## src/rtl/sprite_mover.sv

```systemverilog
`default_nettype none
// ============================================================================
//  Module      : sprite_mover
//  Description : Obstacle engine for the VGA plot interface. Draws a solid
//                OBJ_W x OBJ_H rectangle, waits a number of frame ticks,
//                erases it, steps it horizontally, and redraws. Supports
//                direction control, wrap/stop at the edges, pause, and a
//                done handshake.
//  Revision    : 1.0 - initial release
// ============================================================================
module sprite_mover #(
    parameter int         OBJ_W           = 4,
    parameter int         OBJ_H           = 4,
    parameter int         START_X         = 10,
    parameter int         START_Y         = 58,
    parameter int         MIN_X           = 10,
    parameter int         MAX_X           = 100,
    parameter int         STEP            = 1,
    parameter logic [2:0] FG_COLOUR       = 3'd2,
    parameter logic [2:0] BG_COLOUR       = 3'd0,
    parameter int         TICKS_PER_FRAME = 833333,
    parameter int         FRAMES_PER_STEP = 15
) (
    input  logic       clock,
    input  logic       reset,
    input  logic       go,
    input  logic       pause,
    input  logic       dir,
    input  logic       wrap,
    output logic [7:0] x,
    output logic [6:0] y,
    output logic [2:0] colour,
    output logic       plot,
    output logic       busy,
    output logic       finish
);

    // Counter widths; a single-clock frame still needs a 1-bit tick counter.
    localparam int c_TW = (TICKS_PER_FRAME > 1) ? $clog2(TICKS_PER_FRAME) : 1;
    localparam int c_FW = (FRAMES_PER_STEP > 1) ? $clog2(FRAMES_PER_STEP) : 1;

    localparam logic [c_TW-1:0] c_TICK_LAST  = c_TW'(TICKS_PER_FRAME - 1);
    localparam logic [c_FW-1:0] c_FRAME_LAST = c_FW'(FRAMES_PER_STEP - 1);
    localparam logic [3:0]      c_COL_LAST   = 4'(OBJ_W - 1);
    localparam logic [3:0]      c_ROW_LAST   = 4'(OBJ_H - 1);
    localparam logic [7:0]      c_START_X    = 8'(START_X);
    localparam logic [6:0]      c_START_Y    = 7'(START_Y);
    localparam logic [7:0]      c_MIN_X      = 8'(MIN_X);
    localparam logic [7:0]      c_MAX_X      = 8'(MAX_X);
    localparam logic [7:0]      c_STEP       = 8'(STEP);
    // 9-bit copies so edge tests cannot overflow.
    localparam logic [8:0]      c_MIN_X9     = 9'(MIN_X);
    localparam logic [8:0]      c_MAX_X9     = 9'(MAX_X);
    localparam logic [8:0]      c_STEP9      = 9'(STEP);

    typedef enum logic [2:0] {
        S_IDLE  = 3'd0,
        S_DRAW  = 3'd1,
        S_WAIT  = 3'd2,
        S_ERASE = 3'd3,
        S_MOVE  = 3'd4,
        S_DONE  = 3'd5
    } state_t;

    state_t          r_state,  w_state_nxt;
    logic [3:0]      r_col,    w_col_nxt;
    logic [3:0]      r_row,    w_row_nxt;
    logic [c_TW-1:0] r_tick,   w_tick_nxt;
    logic [c_FW-1:0] r_frame,  w_frame_nxt;
    logic [7:0]      r_pos_x,  w_pos_x_nxt;

    logic [7:0]      r_x,      w_x_nxt;
    logic [6:0]      r_y,      w_y_nxt;
    logic [2:0]      r_colour, w_colour_nxt;
    logic            r_plot,   w_plot_nxt;
    logic            r_busy,   w_busy_nxt;
    logic            r_finish, w_finish_nxt;

    logic            w_raster_last;
    logic [8:0]      w_right_sum;
    logic [8:0]      w_left_limit;

    assign w_raster_last = (r_col == c_COL_LAST) && (r_row == c_ROW_LAST);
    assign w_right_sum   = {1'b0, r_pos_x} + c_STEP9;
    assign w_left_limit  = c_MIN_X9 + c_STEP9;

    // State register, counters and position.
    always_ff @(posedge clock) begin
        if (reset) begin
            r_state <= S_IDLE;
            r_col   <= '0;
            r_row   <= '0;
            r_tick  <= '0;
            r_frame <= '0;
            r_pos_x <= c_START_X;
        end else begin
            r_state <= w_state_nxt;
            r_col   <= w_col_nxt;
            r_row   <= w_row_nxt;
            r_tick  <= w_tick_nxt;
            r_frame <= w_frame_nxt;
            r_pos_x <= w_pos_x_nxt;
        end
    end

    // Next-state, raster/wait counters and edge handling.
    always_comb begin
        w_state_nxt = r_state;
        w_col_nxt   = r_col;
        w_row_nxt   = r_row;
        w_tick_nxt  = r_tick;
        w_frame_nxt = r_frame;
        w_pos_x_nxt = r_pos_x;
        case (r_state)
            S_IDLE: begin
                if (go) begin
                    w_state_nxt = S_DRAW;
                    w_col_nxt   = '0;
                    w_row_nxt   = '0;
                end
            end
            S_DRAW, S_ERASE: begin
                if (w_raster_last) begin
                    w_state_nxt = (r_state == S_DRAW) ? S_WAIT : S_MOVE;
                    w_col_nxt   = '0;
                    w_row_nxt   = '0;
                    w_tick_nxt  = '0;
                    w_frame_nxt = '0;
                end else if (r_col == c_COL_LAST) begin
                    w_col_nxt = '0;
                    w_row_nxt = r_row + 4'd1;
                end else begin
                    w_col_nxt = r_col + 4'd1;
                end
            end
            S_WAIT: begin
                if (!pause) begin
                    if (r_tick == c_TICK_LAST) begin
                        w_tick_nxt = '0;
                        if (r_frame == c_FRAME_LAST) begin
                            w_frame_nxt = '0;
                            w_state_nxt = S_ERASE;
                            w_col_nxt   = '0;
                            w_row_nxt   = '0;
                        end else begin
                            w_frame_nxt = r_frame + 1'b1;
                        end
                    end else begin
                        w_tick_nxt = r_tick + 1'b1;
                    end
                end
            end
            S_MOVE: begin
                w_state_nxt = S_DRAW;
                w_col_nxt   = '0;
                w_row_nxt   = '0;
                if (!dir) begin
                    if (w_right_sum > c_MAX_X9) begin
                        if (wrap) w_pos_x_nxt = c_MIN_X;
                        else      w_state_nxt = S_DONE;
                    end else begin
                        w_pos_x_nxt = w_right_sum[7:0];
                    end
                end else begin
                    if ({1'b0, r_pos_x} < w_left_limit) begin
                        if (wrap) w_pos_x_nxt = c_MAX_X;
                        else      w_state_nxt = S_DONE;
                    end else begin
                        w_pos_x_nxt = r_pos_x - c_STEP;
                    end
                end
            end
            S_DONE: begin
                if (go) begin
                    w_state_nxt = S_DRAW;
                    w_pos_x_nxt = c_START_X;
                    w_col_nxt   = '0;
                    w_row_nxt   = '0;
                end
            end
            default: begin
                w_state_nxt = S_IDLE;
            end
        endcase
    end

    // Output values are derived from the next state so the registered
    // outputs line up with the state they describe.
    always_comb begin
        w_plot_nxt   = (w_state_nxt == S_DRAW) || (w_state_nxt == S_ERASE);
        w_busy_nxt   = (w_state_nxt != S_IDLE) && (w_state_nxt != S_DONE);
        w_finish_nxt = (w_state_nxt == S_DONE);
        w_x_nxt      = '0;
        w_y_nxt      = '0;
        w_colour_nxt = '0;
        if (w_plot_nxt) begin
            w_x_nxt      = w_pos_x_nxt + {4'b0000, w_col_nxt};
            w_y_nxt      = c_START_Y + {3'b000, w_row_nxt};
            w_colour_nxt = (w_state_nxt == S_DRAW) ? FG_COLOUR : BG_COLOUR;
        end
    end

    // Registered pixel and status outputs.
    always_ff @(posedge clock) begin
        if (reset) begin
            r_x      <= '0;
            r_y      <= '0;
            r_colour <= '0;
            r_plot   <= 1'b0;
            r_busy   <= 1'b0;
            r_finish <= 1'b0;
        end else begin
            r_x      <= w_x_nxt;
            r_y      <= w_y_nxt;
            r_colour <= w_colour_nxt;
            r_plot   <= w_plot_nxt;
            r_busy   <= w_busy_nxt;
            r_finish <= w_finish_nxt;
        end
    end

    assign x      = r_x;
    assign y      = r_y;
    assign colour = r_colour;
    assign plot   = r_plot;
    assign busy   = r_busy;
    assign finish = r_finish;

endmodule
`default_nettype wire

```

## config.mk

```make
export PLATFORM = sky130hd
export DESIGN_NAME = sprite_mover
export DESIGN_NICKNAME = d
export VERILOG_FILES = /design/src/rtl/sprite_mover.sv
export SDC_FILE = /design/constraint.sdc
export NUM_CORES = 1
export LEC_CHECK = 0
export BUFFER_PORTS_ARGS = -buffer_cell sky130_fd_sc_hd__buf_4
export CAP_MARGIN = 20
export CORE_ASPECT_RATIO = 0.8
export CORE_MARGIN = 2
export CORE_UTILIZATION = 45
export DETAILED_ROUTE_END_ITERATION = 7
export GPL_TIMING_DRIVEN = 0
export PLACE_DENSITY = 0.63
export SLEW_MARGIN = 20
export SYNTH_ARGS = -nofsm -noshare
export SYNTH_HDL_FRONTEND = slang
export SYNTH_SLANG_ARGS = --single-unit
```

## constraint.sdc

```tcl
create_clock -name clock -period 6.7 [get_ports clock]
set_clock_uncertainty 0.1 [all_clocks]
set_input_delay 0.67 -clock clock [delete_from_list [all_inputs] [get_ports clock]]
set_output_delay 0.67 -clock clock [all_outputs]
set_load 0.02 [all_outputs]
```

## After elaboration in Yosys (flattened, before gate mapping)

Index checks and enable logic that the tools add are counted.

- Register bits: 64
- Input port bits: 6
- Logic and storage cells: 92
- Output and inout port bits: 21

- Mux-type cells: 42
- Add/subtract/negate cells: 8
- Reductions and logical operators: 11
- Bitwise operators: 1
- Magnitude comparators: 2
- Equal/unequal tests: 16

Operators with widths:

| operator | number |
|---|---|
| $mux 4 | 16 |
| $mux 20 | 3 |
| $mux 8 | 6 |
| $pmux 20 s2 | 1 |
| $pmux 4 s4 | 2 |
| $mux 3 | 10 |
| $add 20x1->20 const B | 1 |
| $eq 20x20->1 const B | 1 |
| $pmux 8 s2 | 1 |
| $add 4x1->4 const B | 3 |
| $pmux 3 s4 | 1 |
| $add 8x1->9 const B | 1 |
| $eq 3x2->1 const B | 3 |
| $eq 3x3->1 const B | 3 |
| $gt 9x7->1 const B | 1 |
| $add 8x4->8 | 1 |
| $eq 4x2->1 const B | 2 |
| $lt 8x4->1 const B | 1 |
| $pmux 4 s2 | 1 |
| $sub 8x1->8 const B | 1 |
| $add 6x4->7 const A | 1 |
| $eq 3x1->1 const B | 2 |
| $ne 2x2->1 const B | 3 |
| $reduce_or 2->1 | 3 |
| 11 further kinds | 12 |

## Logic depth before layout (Yosys ltp)

- Word-level depth: 9
- Mapped depth: 19
- Gate-level depth less buffers: 18

## Least setup slack after synthesis

OpenSTA, ideal clock, no wires.

- Kind: register to register
- From: reg r_pos_x[0]
- To: reg r_x[7] (netlist: x[7])
- Required time: 6.483 ns
- Cell stages (with the launch flop): 17
- Path slack: 2.481 ns
- Library setup time: 0.117 ns
- Path buffers: 0
- Arrival: 4.003 ns
- Clock period less this slack: 4.219 ns
- Path through: dfxtp_1 > ha_1 > a21oi_1 > or3_1 > a31o_1 > a21oi_2 > mux2i_1 > o21ai_0 > o311ai_0 > inv_1 > ha_1 > a21o_1 > a21o_1 > a21oi_1 > or3b_4 > or4_1 > nor3b_1

RTL lines:

| element | line | RTL |
|---|---|---|
| from (decl) | 70 | `logic [7:0] r_pos_x, w_pos_x_nxt;` |
| from (signal assigned) | 95 | `r_pos_x <= c_START_X;` |
| from (signal assigned) | 102 | `r_pos_x <= w_pos_x_nxt;` |
| $add 8x1->9 | 84 | `assign w_right_sum = {1'b0, r_pos_x} + c_STEP9;` |
| $gt 9x7->1 | 158 | `if (w_right_sum > c_MAX_X9) begin` |
| $mux 8 | 158 |  |
| $mux 8 (*) | 157 | `if (!dir) begin` |
| $pmux 8 s2 (*) | 114 | `case (r_state)` |
| via w_pos_x_nxt[1] | 70 |  |
| $add 8x4->8 (*) | 197 | `w_x_nxt = w_pos_x_nxt + {4'b0000, w_col_nxt};` |
| to (signal assigned) | 213 | `r_x <= w_x_nxt;` |
| to (decl) | 72 | `logic [7:0] r_x, w_x_nxt;` |

The timed path passes the listed nets; every way through them passes the cells marked *.
A chain may end at the register's enable or synchronous reset.

## Worst setup path in the final report

Ends and elaborated chain as after synthesis.

==> flow_summary.json <==
{
  "fp.dieW_um": 104,
  "area_delta_synth_final_pct": 13.2,
  "p_per_area_nw_per_um2": 178,
  "wl_per_cell_um": 14.5,
  "tns_ns": 0,
  "post-route-util_pct": 51.7,
  "hold_path_class": "reg2reg",
  "nNetsFinal": 499,
  "gp_congestion": 0.924,
  "ioPinCount": 27,
  "vias": 3252,
  "io_buffers": 21,
  "p_leak_nw": 1.63,
  "clk_path_buf_depth": 2,
  "vias_per_cell": 5.51,
  "grt_max_degree": 13,
  "synth.distinct_cells": 73,
  "clockRootBuffer": "clkbuf_8",
  "cts_buffers": 9,
  "critical-path-top-delay-family": "compound AO/OA/AOI/OAI gates",
  "clock_sink_count": 62,
  "max_freq_mhz": 206,
  "cp_slowest_cell": "o311ai_0",
  "period_needed_ns": 4.85,
  "synthTopCellsByArea": "dfxtp_1, nor2_1, ha_1, nand2_1, a21oi_1",
  "core_region_area_um2": 7800,
  "period_share_pct": 72.4,
  "drv_cap": 0,
  "crit_type": "reg2reg",
  "grt_pass1_vias": 3035,
  "htree_levels": 3,
  "start_util_pct": 45.7,
  "dp_hpwl_mm": 6.23,
  "cp_cell_sequence": "ha_1, buf_2, inv_1, nand4_1, a31o_1, a21oi_2, mux2i_1, o21ai_0, o311ai_0, inv_1, ha_1, a21o_1, a21o_1, a21oi_1, or3b_4, or4_1, nor3b_1",
  "status": "finished, final reports clean",
  "max-slew-margin-rel_pct": 44.2,
  "antenna_found_initial": 0,
  "synth_seq_area_share_pct": 34.8,
  "diodes": 0,
  "crit_required_ns": 6.83,
  "drive_gt1_share_pct": 11.8,
  "synth_most_common_cell": "nor2_1",
  "async_flop_share_pct": 0,
  "drt_pass1_iterations": 6,
  "yosys_register_bits": 62,
  "slowest_delay_ns": 0.71,
  "yosys.area.top_type_share_pct": 34.8,
  "met2WireLength_mm": 3.64,
  "startpoint_type": "flip-flop",
  "grt_usage_pct": 20.6,
  "grt_pass1_wl_mm": 14.5,
  "top_layer": "met4",
  "grt_setup_unrepaired": "false",
  "end_kind": "flip-flop",
  "clkTransAtPathRegs_ns": 0.08,
  "drv_slew": 0,
  "path_buf_inv": 3,
  "die_h_um": 83.6,
  "wirelength_mm": 8.58,
  "vdd_drop_max_mv": 0.114,
  "crit_fanout": 10,
  "fp-row-count": 29,
  "synth.avg_cell_area_um2": 8.03,
  "preCtsSetupSlack_ns": 1.89,
  "drtIter0Drc": 303,
  "syn_inst": 444,
  "cts_resized": 0,
  "ant_nets": 0,
  "die_area_um2": 8650,
  "p_total_mw": 0.718,
  "synth_edf_count": 0,
  "fill_cells": 771,
  "ys_warn_count": 0,
  "grt_overflow": 0,
  "yosysTopAreaCell": "dfxtp_1",
  "synth-main-ff-cell": "dfxtp_1",
  "postCtsSetupRepairBufs": 0,
  "cts_tree": "built",
  "ctsHoldBuffers": 0,
  "fin_ws_ns": 1.85,
  "tightestPinTransition_ns": 0.827,
  "wl_met3_um": 555,
  "hold_violations": 0,
  "clock_latency_ns": 0.35,
  "drc": 0,
  "setup_viol": 0,
  "worstPathArrival_ns": 4.99,
  "drt-met1-wl_mm": 4.30,
  "syn-cell-area_um2": 3560,
  "synth_common_cells": "nor2_1, dfxtp_1, nand2_1, a21oi_1, inv_1"
}
flip-flops by register name (all words and copies together), names as in the netlist:
name / cells
r_tick: 20
r_pos_x: 8
x: 8
y: 7
r_col: 4
r_frame: 4
r_row: 4
r_state: 3
busy: 1
colour: 1
finish: 1
plot: 1
layer usage:
| layer | vias to the layer above | GRT usage (%) |
|---|---|---|
| li1 | 1635 | - |
| met1 | 1516 | 29.3 |
| met2 | 92 | 30.6 |
| met3 | 9 | 5.85 |
| met4 | 0 | 5.53 |
| met5 | - | 0 |
cell families (layout without fill, tap and decap cells):
| group | count (synthesis) | count (layout) | synth area share, % |
|---|---|---|---|
| adders and majority gates | 16 | 16 | 5.83 |
| other | 1 | 2 | 0.105 |
| buffers and inverters | 44 | 81 | 5.12 |
| xor gates and xnor gates | 24 | 24 | 5.90 |
| AOI/OAI and AO/OA | 92 | 92 | 17.4 |
| and+or+nand+nor | 199 | 199 | 28.6 |
| muxes | 6 | 6 | 2.14 |
| DFF | 62 | 62 | 34.8 |
power breakdown:
part / leakage, nW / switching [mW] / internal (mW)
Combinational: 1.04 / 0.0327 / 0.0179
Sequential: 0.503 / 0.00200 / 0.374
Clock: 0.0894 / 0.157 / 0.134
path summary, 6_finish.rpt:
kind / slack (ns) / cells after the start / start / to
worst min register to register: 0.40 / 2 / r_frame[1] / r_frame[1]
worst max-delay path: 1.85 / 17 / r_pos_x[0] / x[7]
worst max register to register: 1.85 / 17 / r_pos_x[0] / x[7]
worst min-delay path: 0.40 / 2 / r_frame[1] / r_frame[1]
area by class of cell:
class,instances,area [um^2],share of cell area [%]
clock inverters,7,48.8,1.21
clock buffers,9,124,3.07
multi-input cells,339,2140,53.2
well taps,108,135,3.35
inverters,22,82.6,2.05
plain buffers,22,100,2.48
flip-flops and latches,62,1240,30.8
repair buffers,21,158,3.91
tightest hold or removal path, stage by stage, from the launching register on:
cell     delay [ns]
dfxtp_1        0.34
nand2_1        0.06
a21oi_1        0.05
cells in the final DEF (no fill, tap or decap), types with 4 or more instances in the layout:
cell | Yosys | final
mux2i_1 | 4 | 4
o21ai_0 | 20 | 20
nor3_1 | 16 | 16
nand2_1 | 33 | 33
clkbuf_1 | 13 | 13
clkbuf_8 | 0 | 9
nand2b_1 | 9 | 9
nand4_1 | 7 | 7
inv_1 | 22 | 22
ha_1 | 15 | 15
buf_2 | 5 | 5
o21a_1 | 5 | 5
a22oi_1 | 5 | 5
a21oi_1 | 23 | 23
nor3b_1 | 5 | 5
buf_4 | 3 | 24
nand3_1 | 14 | 14
or3_1 | 6 | 6
dfxtp_1 | 62 | 62
xor2_1 | 12 | 12
nor2b_1 | 7 | 7
and3_1 | 13 | 13
a21o_1 | 5 | 5
nor2_1 | 64 | 64
o31ai_1 | 5 | 5
xnor2_1 | 12 | 12
stage by stage:
step	instances	hold WS, ns	cell area, um^2
after detailed placement	574	0.390	3860
after floorplan	445	0.363	3570
after CTS	590	0.410	4030
final	590	0.403	4030
after global placement	574	0.378	3860
after global routing	590	0.446	4030
(Power assumes the default switching activity.)
